--- src/rtl/bcd_pkg.sv ---
// Shared types and constants for the sequential binary-to-BCD converter.
// Optional leading-zero blanking output is enabled with BIN2BCD_BLANK_EN.
package bcd_pkg;

  typedef logic [3:0] bcd_digit_t;

  typedef enum logic [1:0] {
    IDLE,
    SHIFT,
    DONE
  } state_t;

  localparam bcd_digit_t BCD_ADD3_THRESH = 4'd5;
  localparam bcd_digit_t BCD_ADD3_VAL    = 4'd3;

  // Constant-foldable ceiling log2, used to size the shift counter
  function automatic int clog2(input int value);
    int result;
    result = 0;
    while ((1 << result) < value) begin
      result = result + 1;
    end
    return result;
  endfunction

endpackage

--- src/rtl/bcd_add3.sv ---
// Per-digit double-dabble correction: adds 3 to any BCD digit of 5 or more
// so that the following left shift carries correctly into the next digit.
module bcd_add3
  import bcd_pkg::*;
(
  input  bcd_digit_t digit_in,
  output bcd_digit_t digit_out
);

  always_comb begin
    if (digit_in >= BCD_ADD3_THRESH) begin
      digit_out = digit_in + BCD_ADD3_VAL;
    end else begin
      digit_out = digit_in;
    end
  end

endmodule

--- src/rtl/bin2bcd_seq.sv ---
// Sequential double-dabble binary-to-BCD converter, one input bit per clock,
// with valid/ready on both sides. Define BIN2BCD_BLANK_EN to add out_blank.
module bin2bcd_seq
  import bcd_pkg::*;
#(
  parameter int BIN_W  = 8,
  parameter int DIGITS = 3
) (
  input  logic                  clk,
  input  logic                  rst_n,
  input  logic                  in_valid,
  output logic                  in_ready,
  input  logic [BIN_W-1:0]      in_data,
  output logic                  out_valid,
  input  logic                  out_ready,
  output logic [4*DIGITS-1:0]   out_bcd,
  output logic                  out_ovf
`ifdef BIN2BCD_BLANK_EN
  ,
  output logic [DIGITS-1:0]     out_blank
`endif
);

  localparam int ACC_W = 4 * DIGITS;
  localparam int CNT_W = clog2(BIN_W + 1);
  localparam logic [CNT_W-1:0] CNT_LOAD = CNT_W'(BIN_W);
  localparam logic [CNT_W-1:0] CNT_ONE  = CNT_W'(1);

  state_t           state;
  logic [BIN_W-1:0] shreg;
  logic [ACC_W-1:0] acc;
  logic             ovf;
  logic [CNT_W-1:0] cnt;

  logic [ACC_W-1:0] acc_fixed;
  logic [ACC_W-1:0] acc_next;
  logic             ovf_next;

  for (genvar g = 0; g < DIGITS; g++) begin : g_digit
    bcd_add3 u_add3 (
      .digit_in  (acc[4*g +: 4]),
      .digit_out (acc_fixed[4*g +: 4])
    );
  end

  // A set bit 3 in the corrected top digit is about to fall off the
  // accumulator; the sticky flag is the only record that it existed.
  assign ovf_next = ovf | acc_fixed[ACC_W-1];
  assign acc_next = {acc_fixed[ACC_W-2:0], shreg[BIN_W-1]};

`ifdef BIN2BCD_BLANK_EN
  logic [DIGITS-1:0] blank_next;

  // Digit 0 is never blanked so that a zero value still shows a single "0"
  always_comb begin
    logic upper_zero;
    blank_next = '0;
    upper_zero = 1'b1;
    for (int k = DIGITS - 1; k >= 1; k--) begin
      upper_zero    = upper_zero & (acc_next[4*k +: 4] == 4'd0);
      blank_next[k] = upper_zero;
    end
  end
`endif

  always_ff @(posedge clk) begin
    if (!rst_n) begin
      state     <= IDLE;
      in_ready  <= 1'b0;
      out_valid <= 1'b0;
      out_bcd   <= '0;
      out_ovf   <= 1'b0;
      shreg     <= '0;
      acc       <= '0;
      ovf       <= 1'b0;
      cnt       <= '0;
`ifdef BIN2BCD_BLANK_EN
      out_blank <= '0;
`endif
    end else begin
      unique case (state)
        IDLE: begin
          if (in_valid && in_ready) begin
            shreg    <= in_data;
            acc      <= '0;
            ovf      <= 1'b0;
            cnt      <= CNT_LOAD;
            in_ready <= 1'b0;
            state    <= SHIFT;
          end else begin
            in_ready <= 1'b1;
          end
        end

        SHIFT: begin
          acc   <= acc_next;
          shreg <= shreg << 1;
          ovf   <= ovf_next;
          cnt   <= cnt - CNT_ONE;
          if (cnt == CNT_ONE) begin
            state     <= DONE;
            out_valid <= 1'b1;
            out_bcd   <= acc_next;
            out_ovf   <= ovf_next;
`ifdef BIN2BCD_BLANK_EN
            out_blank <= blank_next;
`endif
          end
        end

        // in_ready is raised here so the next value can be taken one cycle
        // after the result handshake, giving a BIN_W+2 cycle period.
        DONE: begin
          if (out_ready) begin
            out_valid <= 1'b0;
            in_ready  <= 1'b1;
            state     <= IDLE;
          end
        end

        default: begin
          state <= IDLE;
        end
      endcase
    end
  end

endmodule

--- config.mk ---
export PLATFORM = sky130hd
export DESIGN_NAME = bin2bcd_seq
export DESIGN_NICKNAME = d
export VERILOG_FILES = /design/src/rtl/bcd_pkg.sv /design/src/rtl/bcd_add3.sv /design/src/rtl/bin2bcd_seq.sv
export SDC_FILE = /design/constraint.sdc
export NUM_CORES = 1
export LEC_CHECK = 0
export BUFFER_PORTS_ARGS = -buffer_cell sky130_fd_sc_hd__buf_2
export CAP_MARGIN = 20
export CORE_MARGIN = 3
export CORE_UTILIZATION = 56
export DETAILED_ROUTE_END_ITERATION = 7
export PLACE_DENSITY = 0.8
export SYNTH_ARGS = -nofsm -noshare
export SYNTH_HDL_FRONTEND = slang
export SYNTH_SLANG_ARGS = --single-unit
--- constraint.sdc ---
create_clock -name clk -period 2.1 [get_ports clk]
set_input_delay 0.315 -clock clk [delete_from_list [all_inputs] [get_ports clk]]
set_output_delay 0.315 -clock clk [all_outputs]
set_load 0.01 [all_outputs]
==> results by group, run 1 <==
Run status
  • Outcome: finished clean

Worst setup path
  • CP max FO: 16
  • Worst path bufs/invs: 1
  • Path type of the worst setup path: flop to flop
  • Worst path required time: around 2.4 ns
  • Slowest cell on the critical path: dfxtp_1
  • CP delay by family, top: simple AND/OR/NAND/NOR gates
  • Max stage delay on crit path: 0.44 ns
  • CP startpoint kind: flop
  • Crit path cell chain: ha_1, nor3b_2, and2_1, buf_4, nor2_1, a211oi_2
  • Worst EP arrival: ~2.0 ns
  • Nature of the critical path endpoint: flop

GRT
  • First-pass GRT wire length: about 7100 um
  • Overflow after GRT: 0
  • Antenna violations before repair: 0
  • Gr usage total: 0.215
  • Vias in the first global route: about 1600
  • Largest net degree at the start of global routing: 20

Final layout
  • Multi-input gate area: 1050 sq um
  • Final nets: around 260
  • Antenna cells: 0
  • Synthesis-to-layout area growth: 11.7%
  • Most common cell after layout, fill and taps aside: dfxtp_1
  • FILL cells: 265
  • Most frequent cells in the layout: 42 x dfxtp_1, 26 x buf_2, 22 x nand2_1
  • Cell area after layout: around 2200 sq um
  • Share of layout cells above drive strength 1: 0.251
  • Total area of sequential cells: roughly 840 sq um

Synthesis
  • Synthesized flop and latch total: 42
  • Synth unique cells: 42
  • Synthesized cell area: around 2000 sq um
  • Synth Instances: 216
  • Avg Inst Size Synth: between 9 and 10 sq um
  • Sequential fraction of the synthesis area: 0.420
  • Yosys warnings: 0
  • Net count after synthesis: 236

Place
  • Gpl congestion: about 0.78
  • HPWL reported at the end of detailed placement: 2880 um
  • Post-placement cell area: 2150 sq um
  • IO Port Bufs: 26

Timing
  • Final period util: 0.810
  • Fin crit period: 1.70 ns
  • Worst slew pin tran: approximately 0.45 ns
  • RSZ-0062 raised after global routing: no
  • Max-slew violations: 0
  • Setup TNS Final: 0 ns
  • Setup violators final: 0
  • Worst Hold Margin: around 0.15 ns
  • Hold Fails Final Rpt: 0
  • Slew headroom: 0.703
  • Clock skew: about 0.025 ns
  • Achievable Freq: slightly below 600 MHz

Power and ir drop
  • Switch Pwr: 0.432 mW
  • Clock Power Share: 0.341
  • Flop pwr share: 0.541
  • Peak VDD IR: approximately 0.6 mV
  • Final Total Pwr: 1.58 mW
  • Int Power: between 1 and 1.5 mW
  • Sw frac: 0.273
  • Leak: roughly 0.81 nW
  • Gate power share: 0.118
  • Power Dens Cells: slightly above 700 nW/um^2

Floorplanning
  • Std cell rows: 21
  • Chip height: between 60 and 70 um
  • Core footprint: 3390 sq um
  • Initial Utilization: 0.590
  • Die Wd: around 66 um
  • Die ar.: roughly 4300 sq um
  • Io pins: 27

Min path
  • Hold WC Path Type: input port to flop

Route
  • Initial drt markers: 94
  • Residual DRC: 0
  • Vias/cell: roughly 5.6
  • Detailed-router iteration count before antenna repair: 4
  • Via count: roughly 1600
  • Antenna violation net count after detailed routing: 0
  • Wire per inst: 14.4 um
  • DRT Wirelength: between 4000 and 5000 um

Clocking
  • PostCTS Resize Cnt: 0
  • Postcts setup bufs: 0
  • Clock Sinks: 42
  • Hold_buf cts: 0
  • Total CTS buffers: 5
  • Root Driver: clkbuf_4
  • H-tree Lvls: 2
  • Clock Tree Buf Depth: 2
  • Clk_lat worst skew: ~0.39 ns
  • CTS tree: yes
  • Clock-pin slew on the worst setup and hold paths: roughly 0.12 ns

Run
  • Max-cap violations: 0
-- registers in the layout, summed over array words and instances, names as in the netlist --
name / count
out_valid: 1
acc: 12
cnt: 4
shreg: 8
ovf: 1
state: 2
out_bcd: 12
out_ovf: 1
in_ready: 1
-- cell families after synthesis --
kind of cell | count (synthesis) | share of synthesized area
buffers and inverters | 23 | 0.0557
multiplexers | 4 | 0.0219
adder cells (fa/ha/maj) | 8 | 0.0500
XOR/XNOR | 3 | 0.0131
AND/OR/NAND/NOR | 68 | 0.163
AO/OA/AOI/OAI | 68 | 0.276
flip-flops | 42 | 0.420
-- per-stage QoR --
step,instances,util,setup WS [ns]
6_report,289,0.659,0.398
3_3_place_gp,281,0.635,0.511
3_5_place_dp,281,0.635,0.446
5_1_grt,289,0.659,0.296
2_1_floorplan,216,-,0.622
4_1_cts,289,0.659,0.413
-- power by group through the flow --
stage,registers [mW],logic [mW],clock network (mW)
2_1_floorplan,0.865,0.151,0
3_3_place_gp,0.871,0.184,0
3_5_place_dp,0.872,0.188,0
4_1_cts,0.854,0.188,0.542
5_1_grt,0.860,0.209,0.566
6_report,0.855,0.187,0.539
-- path summary, 6_finish.rpt --
path / endpoint / start / cells past startpoint / slack (ns)
worst min-delay path: out_valid / out_ready / 2 / 0.15
worst max-delay path: out_bcd[3] / cnt[0] / 6 / 0.40
worst max register to register: out_bcd[3] / cnt[0] / 6 / 0.40
worst min register to register: out_bcd[9] / out_bcd[9] / 2 / 0.48
-- Yosys cell counts, drive strengths merged --
cell / count / area share
a211oi: 6 / 0.033
a21oi: 18 / 0.051
a22oi: 2 / 0.0075
a2bb2o: 3 / 0.021
a311o: 1 / 0.0050
a311oi: 7 / 0.049
a31o: 1 / 0.0044
a31oi: 1 / 0.0031
a32oi: 1 / 0.0044
and2: 2 / 0.0063
buf: 9 / 0.029
clkbuf: 2 / 0.0038
dfxtp: 42 / 0.42
ha: 8 / 0.050
inv: 12 / 0.023
mux2: 3 / 0.017
mux2i: 1 / 0.0050
nand2: 22 / 0.041
nand2b: 5 / 0.016
nand3: 5 / 0.013
nor2: 21 / 0.043
nor2b: 1 / 0.0031
nor3: 5 / 0.013
nor3b: 7 / 0.029
o21a: 1 / 0.0038
o21ai: 16 / 0.042
o22ai: 6 / 0.019
o2bb2ai: 2 / 0.0088
o32ai: 3 / 0.024
xnor2: 3 / 0.013
-- layer usage --
layer | wire [um] | track usage | vias to the layer above
met5 | 0 | 0 | -
met4 | 102 | 0.119 | 0
met3 | 145 | 0.0459 | 10
met2 | 1930 | 0.339 | 35
met1 | 1970 | 0.271 | 760
li1 | - | - | 825
-- layout make-up --
class                           instances  area share
Multi-Input combinational cell        151       0.469
Sequential cell                        42       0.376
Timing Repair Buffer                   30      0.0717
Tap cell                               46      0.0258
Clock inverter                          3      0.0202
Inverter                               12      0.0202
Clock buffer                            5      0.0168
Power figures use the tool's default switching activity.
==> run 2, diff against run 1 <==
- ABC_AREA: unset -> 1
- CORE_UTILIZATION: 56 -> 51
- PLACE_DENSITY: 0.8 -> 0.77
- clock period: 2.1 -> 1.5 ns (I/O delays scaled with it)
==> run 2 against run 1 <==
Against the previous run: final cell count increased by 22%; worst hold slack improved by 0.029 ns; non-clock buffer count increased by 3; global-route usage decreased by 1.4 points; setup slack got worse by 0.26 ns; total power increased by 39%; critical path depth increased by 1; clock skew decreased by 0.017 ns; first-iteration DRC count increased by 110%.
==> results by group, run 2 <==
Run status
  • Outcome: finished clean (unchanged)

Final layout
  • Synthesis-to-layout area growth: 12.5% (was 11.7%)
  • Final nets: 325 (was 262)
  • Share of layout cells above drive strength 1: 0.180 (was 0.251)
  • Most frequent cells in the layout: 74 x nand2_1, 41 x dfxtp_1, 32 x a21oi_1 (was 42 x dfxtp_1, 26 x buf_2, 22 x nand2_1)
  • Antenna cells: 0 (unchanged)
  • Fin util: 0.606 (was 0.659)
  • Most common cell after layout, fill and taps aside: nand2_1 (was dfxtp_1)
  • FILL cells: 387 (was 265)
  • Top Registers: acc x12, out_bcd x12, shreg x8 (unchanged)

Place
  • HPWL reported at the end of detailed placement: 2940 um (was 2880 um)
  • Gpl congestion: 0.894 (was 0.776)
  • IO Port Bufs: 26 (unchanged)

GRT
  • Gr usage total: 0.201 (was 0.215)
  • First-pass GRT wire length: 7130 um (was 7070 um)
  • Antenna violations before repair: 0 (unchanged)
  • Largest net degree at the start of global routing: 24 (was 20)
  • Gr busiest metal: met2 (unchanged)
  • Met3 usage: 0.0535 (was 0.0459)
  • Met2 usage: 0.318 (was 0.339)
  • Met1 Use GR: 0.261 (was 0.271)
  • Vias in the first global route: 1643 (was 1563)
  • Overflow after GRT: 0 (unchanged)

Clocking
  • Total CTS buffers: 5 (unchanged)
  • Root Driver: clkbuf_8 (was clkbuf_4)
  • Clock Sinks: 42 (unchanged)
  • Clock-pin slew on the worst setup and hold paths: 0.08 ns (was 0.12 ns)
  • Clock Tree Buf Depth: 2 (unchanged)
  • Postcts setup bufs: 0 (unchanged)
  • CTS tree: yes (unchanged)
  • H-tree Lvls: 2 (unchanged)
  • Clk_lat worst skew: 0.30 ns (was 0.39 ns)

Floorplanning
  • Chip height: 68.8 um (was 65.8 um)
  • Initial Utilization: 0.538 (was 0.590)
  • Std cell rows: 22 (was 21)
  • Core footprint: 3740 sq um (was 3390 sq um)
  • Io pins: 27 (unchanged)
  • Die ar.: 4740 sq um (was 4330 sq um)
  • Die Wd: 68.8 um (was 65.8 um)

Synthesis
  • Yosys warnings: 0 (unchanged)
  • Async set or reset register ratio after synthesis: 0 (unchanged)
  • Post-synth top area share: 0.417 (was 0.420)
  • Synth Instances: 275 (was 216)
  • Synthesized flop and latch total: 42 (unchanged)
  • Net count after synthesis: 295 (was 236)
  • Post-synth top flop: dfxtp_1 (unchanged)
  • Number of enable flip-flop cells after synthesis: 0 (unchanged)
  • Synth unique cells: 25 (was 42)
  • Sequential fraction of the synthesis area: 0.417 (was 0.420)
  • Avg Inst Size Synth: 7.33 sq um (was 9.26 sq um)
  • Most common cell in the netlist: nand2_1 (was dfxtp_1)
  • Post-synth top cells: 74 x nand2_1, 42 x dfxtp_1, 32 x a21oi_1, 24 x inv_1, 21 x nand3_1 (was 42 x dfxtp_1, 22 x nand2_1, 20 x nor2_1, 15 x a21oi_1)
  • Dominant cells by area after synthesis: dfxtp_1 42%, nand2_1 14%, a21oi_1 8.0% (was dfxtp_1 42%, ha_1 5.0%, a311oi_2 4.5%)
  • Synth area leader: dfxtp_1 (unchanged)
  • Synthesized cell area: 2010 sq um (was 2000 sq um)

Worst setup path
  • Worst path required time: 1.73 ns (was 2.40 ns)
  • Nature of the critical path endpoint: flop (unchanged)
  • Worst EP arrival: 1.59 ns (was 2.00 ns)
  • CP max FO: 16 (unchanged)
  • Slowest cell on the critical path: dfxtp_1 (unchanged)
  • Reg-to-reg slack, setup: 0.14 ns (was 0.40 ns)
  • CP delay by family, top: simple AND/OR/NAND/NOR gates (unchanged)
  • Max stage delay on crit path: 0.33 ns (was 0.44 ns)
  • Worst path bufs/invs: 2 (was 1)
  • Crit path cell chain: inv_1, ha_1, nand3_1, nor2_4, buf_4, nand2_1, a21oi_1 (was ha_1, nor3b_2, and2_1, buf_4, nor2_1, a211oi_2)
  • Path type of the worst setup path: flop to flop (unchanged)
  • CP startpoint kind: flop (unchanged)

Power and ir drop
  • Power Dens Cells: 967 nW/um^2 (was 707 nW/um^2)
  • Peak VDD IR: 0.581 mV (was 0.597 mV)
  • Leak: 1.00 nW (was 0.814 nW)

Timing
  • Max-slew violations: 0 (unchanged)
  • Slew headroom: 0.775 (was 0.703)
  • Fin crit period: 1.36 ns (was 1.70 ns)
  • Final period util: 0.905 (was 0.810)
  • RSZ-0062 raised after global routing: no (unchanged)
  • Clock skew: 0.00748 ns (was 0.0246 ns)
  • Hold Fails Final Rpt: 0 (unchanged)
  • Worst slew pin tran: 0.336 ns (was 0.446 ns)
  • Achievable Freq: 737 MHz (was 588 MHz)
  • Setup TNS Final: 0 ns (unchanged)
  • Setup violators final: 0 (unchanged)

Route
  • Initial drt markers: 198 (was 94)
  • Via count: 1843 (was 1630)
  • Vias/cell: 5.21 (was 5.64)
  • Antenna violation net count after detailed routing: 0 (unchanged)
  • Residual DRC: 0 (unchanged)
  • Wire per inst: 11.8 um (was 14.4 um)
  • Detailed-router iteration count before antenna repair: 4 (unchanged)
  • DRT Wirelength: 4170 um (was 4150 um)

Min path
  • Hold WC Path Type: input port to flop (unchanged)

Run
  • Max-cap violations: 0 (unchanged)
[run 2: changes by cell type after synthesis, sizes merged, moves of 6 or more]
cell | before | now
a211oi | 6 | 0
inv | 12 | 28
nand3 | 5 | 22
a21oi | 18 | 35
a31oi | 1 | 7
nand4 | 0 | 6
nand2 | 22 | 77
nor3b | 7 | 0
a311oi | 7 | 0
[run 2: area by class of cell]
cell class / count / area, sq um / share of cell area
Clock buffer: 6 / 82.6 / 0.0364
Clock inverter: 2 / 12.5 / 0.00552
Inverter: 29 / 114 / 0.0502
Multi-Input combinational cell: 194 / 973 / 0.429
Sequential cell: 42 / 842 / 0.371
Tap cell: 48 / 60.1 / 0.0265
Timing Repair Buffer: 33 / 183 / 0.0806
[run 2: final timing paths]
check,start,cells past startpoint,to
setup / recovery,cnt[1],7,out_bcd[3]
hold / removal,in_data[0],3,shreg[0]
setup reg to reg,cnt[1],7,out_bcd[3]
hold reg to reg,out_bcd[7],2,out_bcd[7]
[run 2: worst min-delay path: cells and delay by family]
family | cells | cell delay, ns
and+or+nand+nor | 1 | 0.05
buffers and inverters | 1 | 0.10
AOI/OAI and AO/OA | 1 | 0.06
[run 2: stage by stage]
stage	setup WS, ns	total power, mW	hold WS (ns)	cell area (sq um)	instances
after global routing	0.00806	2.30	0.180	2270	354
final	0.143	2.19	0.176	2270	354
after detailed placement	0.145	1.46	0.449	2170	346
after CTS	0.135	2.22	0.173	2270	354
after floorplan	0.248	1.40	0.363	2010	275
after global placement	0.191	1.45	0.447	2170	346
[run 2: logic make-up after synthesis]
family	synth area share
flip-flops	0.417
XOR/XNOR	0.00435
AO/OA/AOI/OAI	0.163
buffers and inverters	0.0994
adder cells (fa/ha/maj)	0.0497
AND/OR/NAND/NOR	0.266
[run 2: layer usage]
layer	up-vias	wire length, um
met5	-	0
met1	850	2050
met4	0	58
met3	6	141
met2	25	1920
li1	962	-
[run 2: repair_timing]
action,CTS,global route
setup endpoints to repair,0,4
resized for setup,0,1
hold buffers,0,0
[run 2: power by group]
part | switching (mW) | internal, mW | total, mW
combinational | 0.156 | 0.0851 | 0.241
sequential | 0.0285 | 1.16 | 1.19
clock | 0.392 | 0.370 | 0.762
total | 0.577 | 1.62 | 2.19
==> run 3, diff against run 2 <==
- SYNTH_HIERARCHICAL: unset -> 1
==> run 3 against run 2 <==
Against the previous run: clock skew rose by 0.0018 ns; setup slack worse by 0.0026 ns; maximum frequency is 0.19% lower; design area is 2.1% higher; register-to-register slack is essentially flat; sequential power barely moved; non-clock buffer count down 1; area after synthesis up 3.4%; critical endpoint is now out_bcd[6]; largest cell class unchanged.
==> results by group, run 3 <==
Min path
  • Worst hold start: in_data[0] (unchanged)
  • Hold worst-path end: shreg[0] (unchanged)
  • Hold WC Path Type: input port to flop (unchanged)
  • Hold Crit Depth: 3 (unchanged)

Worst setup path
  • Worst path bufs/invs: 1 (was 2)
  • Worst EP arrival: 1.55 ns (was 1.59 ns)
  • CP max FO: 4 (was 16)
  • Crit path cell chain: inv_1, ha_1, nor2_4, nor2_4, nand2_1, o21ai_2, o21ai_0, nor2_1 (was inv_1, ha_1, nand3_1, nor2_4, buf_4, nand2_1, a21oi_1)
  • CP startpoint kind: flop (unchanged)
  • Top cell by count, worst path: nor2_4
  • Max stage delay on crit path: 0.37 ns (was 0.33 ns)
  • Worst path required time: 1.69 ns (was 1.73 ns)
  • CP delay by family, top: flip-flops (was simple AND/OR/NAND/NOR gates)
  • RR Startpoint: acc[5] (was cnt[1])
  • Reg-to-reg endpoint: out_bcd[6] (was out_bcd[3])
  • Reg-to-reg slack, setup: 0.14 ns (about the same)
  • Nature of the critical path endpoint: flop (unchanged)
  • Slowest cell on the critical path: dfxtp_1 (unchanged)
  • Path type of the worst setup path: flop to flop (unchanged)
  • FF-to-FF path depth: 8 (was 7)

GRT
  • Antenna violations before repair: 0 (unchanged)
  • Gr usage total: 0.184 (was 0.201)
  • First-pass GRT wire length: 7200 um (was 7130 um)
  • Met3 usage: 0.0432 (was 0.0535)
  • Met1 Use GR: 0.215 (was 0.261)
  • Overflow after GRT: 0 (unchanged)
  • Vias in the first global route: 1709 (was 1643)
  • Met2 usage: 0.316 (was 0.318)
  • Gr busiest metal: met2 (unchanged)
  • Largest net degree at the start of global routing: 25 (was 24)

Timing
  • Setup TNS Final: 0 ns (unchanged)
  • RSZ-0062 raised after global routing: no (unchanged)
  • Setup violators final: 0 (unchanged)
  • Hold Fails Final Rpt: 0 (unchanged)
  • Max-slew violations: 0 (unchanged)
  • Worst slew pin tran: 0.385 ns (was 0.336 ns)
  • Achievable Freq: 736 MHz (was 737 MHz)
  • Worst setup margin: 0.140 ns (was 0.143 ns)
  • Slew headroom: 0.743 (was 0.775)
  • Fin crit period: 1.36 ns (about the same)
  • Worst Hold Margin: 0.187 ns (was 0.176 ns)
  • Final period util: 0.906 (was 0.905)
  • Clock skew: 0.00928 ns (was 0.00748 ns)

Synthesis
  • Adder-cell share of the synthesized area: 0.0481 (was 0.0497)
  • Avg Inst Size Synth: 7.11 sq um (was 7.33 sq um)
  • Most common cell in the netlist: nand2_1 (unchanged)
  • Dominant cells by area after synthesis: dfxtp_1 40%, nand2_1 14%, nor2_1 9.4% (was dfxtp_1 42%, nand2_1 14%, a21oi_1 8.0%)
  • Simple-gate share of the synthesized area: 0.303 (was 0.266)
  • Net count after synthesis: 313 (was 295)
  • Largest family of logic cells by synthesized area: simple AND/OR/NAND/NOR gates (unchanged)
  • Number of enable flip-flop cells after synthesis: 0 (unchanged)
  • Sequential fraction of the synthesis area: 0.404 (was 0.417)
  • Synthesized flop and latch total: 42 (unchanged)
  • Post-synth top area share: 0.404 (was 0.417)
  • Post-synth top cells: 75 x nand2_1, 52 x nor2_1, 42 x dfxtp_1, 25 x o21ai_0, 22 x a21oi_1 (was 74 x nand2_1, 42 x dfxtp_1, 32 x a21oi_1, 24 x inv_1, 21 x nand3_1)
  • Synthesized cell area: 2080 sq um (was 2010 sq um)
  • Synth unique cells: 22 (was 25)
  • Mux contribution to synthesized area: 0 (unchanged)
  • Compound-cell area share of the yosys netlist: 0.158 (was 0.163)
  • Yosys warnings: 6 (was 0)
  • Post-synthesis xor/xnor area fraction: 0 (was 0.00435)
  • Synth area leader: dfxtp_1 (unchanged)
  • Async set or reset register ratio after synthesis: 0 (unchanged)
  • Synth Instances: 293 (was 275)
  • Post-synth top flop: dfxtp_1 (unchanged)

Power and ir drop
  • Leak: 0.971 nW (was 1.00 nW)
  • Final Total Pwr: 2.15 mW (was 2.19 mW)
  • Power Dens Cells: 929 nW/um^2 (was 967 nW/um^2)
  • Peak VDD IR: 0.525 mV (was 0.581 mV)

Place
  • HPWL reported at the end of detailed placement: 2930 um (was 2940 um)
  • IO Port Bufs: 26 (unchanged)
  • Placed insts: 361 (was 346)
  • Gpl congestion: 0.841 (was 0.894)
  • DP Worst Slack: 0.105 ns (was 0.145 ns)
  • Post-placement cell area: 2230 sq um (was 2170 sq um)

Final layout
  • Fin util: 0.609 (was 0.606)
  • Most frequent cells in the layout: 75 x nand2_1, 52 x nor2_1, 38 x dfxtp_1 (was 74 x nand2_1, 41 x dfxtp_1, 32 x a21oi_1)
  • Cell area after layout: 2310 sq um (was 2270 sq um)
  • Final nets: 340 (was 325)
  • Antenna cells: 0 (unchanged)
  • Synthesis-to-layout area growth: 11.2% (was 12.5%)
  • Top Registers: acc x12, out_bcd x12, shreg x8 (unchanged)
  • Most common cell after layout, fill and taps aside: nand2_1 (unchanged)
  • Share of layout cells above drive strength 1: 0.213 (was 0.180)
  • Non-Filler Instances: 368 (was 354)

Clocking
  • Hold_buf cts: 0 (unchanged)
  • Postcts setup bufs: 0 (unchanged)
  • Clk_lat worst skew: 0.30 ns (about the same)
  • Clock-pin slew on the worst setup and hold paths: 0.08 ns (about the same)
  • Root Driver: clkbuf_8 (unchanged)
  • CTS tree: yes (unchanged)
  • Total CTS buffers: 5 (unchanged)
  • Clock Sinks: 42 (unchanged)
  • Clock Tree Buf Depth: 2 (unchanged)
  • H-tree Lvls: 2 (unchanged)

Route
  • Vias/cell: 5.03 (was 5.21)
  • Wire per inst: 11.3 um (was 11.8 um)
  • Antenna violation net count after detailed routing: 0 (unchanged)
  • Via count: 1852 (was 1843)
  • Initial drt markers: 155 (was 198)
  • DRT Wirelength: 4140 um (was 4170 um)
  • Detailed-router iteration count before antenna repair: 4 (unchanged)
  • Residual DRC: 0 (unchanged)

Floorplanning
  • Die Wd: 69.9 um (was 68.8 um)
  • Std cell rows: 22 (unchanged)
  • Die ar.: 4890 sq um (was 4740 sq um)
  • Initial Utilization: 0.548 (was 0.538)
  • Chip height: 69.9 um (was 68.8 um)
  • Core footprint: 3800 sq um (was 3740 sq um)
  • Io pins: 27 (unchanged)

Run status
  • Outcome: finished clean (unchanged)

Run
  • Max-cap violations: 0 (unchanged)
[run 3: cell types whose count changed after synthesis, sizes merged]
cell    previous run  this run
a21oi             35        25
nand4              6         0
nand2             77        79
o21ai             17        32
inv               28        25
clkbuf             2         4
xor2               1         0
a31oi              7         0
a211oi             0         1
nor2              17        60
nand3             22         6
clkinv             1         0
nor3               2         1
[run 3: where the power goes]
group          leakage (nW)  switching [mW]  total, mW  internal, mW
clock network        0.0438           0.368      0.680         0.312
registers             0.343          0.0316       1.20          1.16
logic                 0.584           0.176      0.274        0.0983
total                 0.971           0.575       2.15          1.57
[run 3: cells by family (layout without fill, tap and decap cells)]
| group | count (synthesis) | count (layout) |
|---|---|---|
| fa+ha+maj | 8 | 8 |
| compound gates | 60 | 60 |
| flops | 42 | 42 |
| simple gates | 146 | 146 |
| buf+inv | 37 | 64 |
[run 3: tightest hold or removal path: cells and delay by family]
family / cells / cell delay (ns)
AOI/OAI and AO/OA: 1 / 0.06
buffers and inverters: 1 / 0.10
and+or+nand+nor: 1 / 0.05
[run 3: final cells by class]
type | count | area (sq um)
multi-input combinational | 214 | 1060
clock buffer | 5 | 68.8
timing repair buffer | 32 | 175
sequential | 42 | 846
clock inverter | 2 | 10.0
inverter | 25 | 93.8
tap | 48 | 60.1
fill | 360 | 1480
[run 3: routing by layer]
metal | up-vias | part of all wire
li1 | 970 | -
met1 | 840 | 0.46
met2 | 36 | 0.48
met3 | 6 | 0.044
met4 | 0 | 0.016
met5 | - | 0
[run 3: how the worst max path moves through the flow]
stage	from	end	slack (ns)	cells after the start
2_1_floorplan	acc[8]	out_bcd[10]	0.22	8
3_3_place_gp	acc[0]	out_bcd[1]	0.15	8
3_5_place_dp	acc[4]	out_bcd[6]	0.11	8
4_1_cts	acc[4]	out_bcd[6]	0.09	8
5_1_grt	state[1]	acc[7]	0.007	6
6_report	acc[5]	out_bcd[6]	0.14	8
[run 3: repair_timing]
| item | 4_1_cts | 5_1_grt |
|---|---|---|
| hold endpoints to repair | 0 | 0 |
| setup endpoints to repair | 0 | 9 |
| gates resized for setup | 0 | 5 |
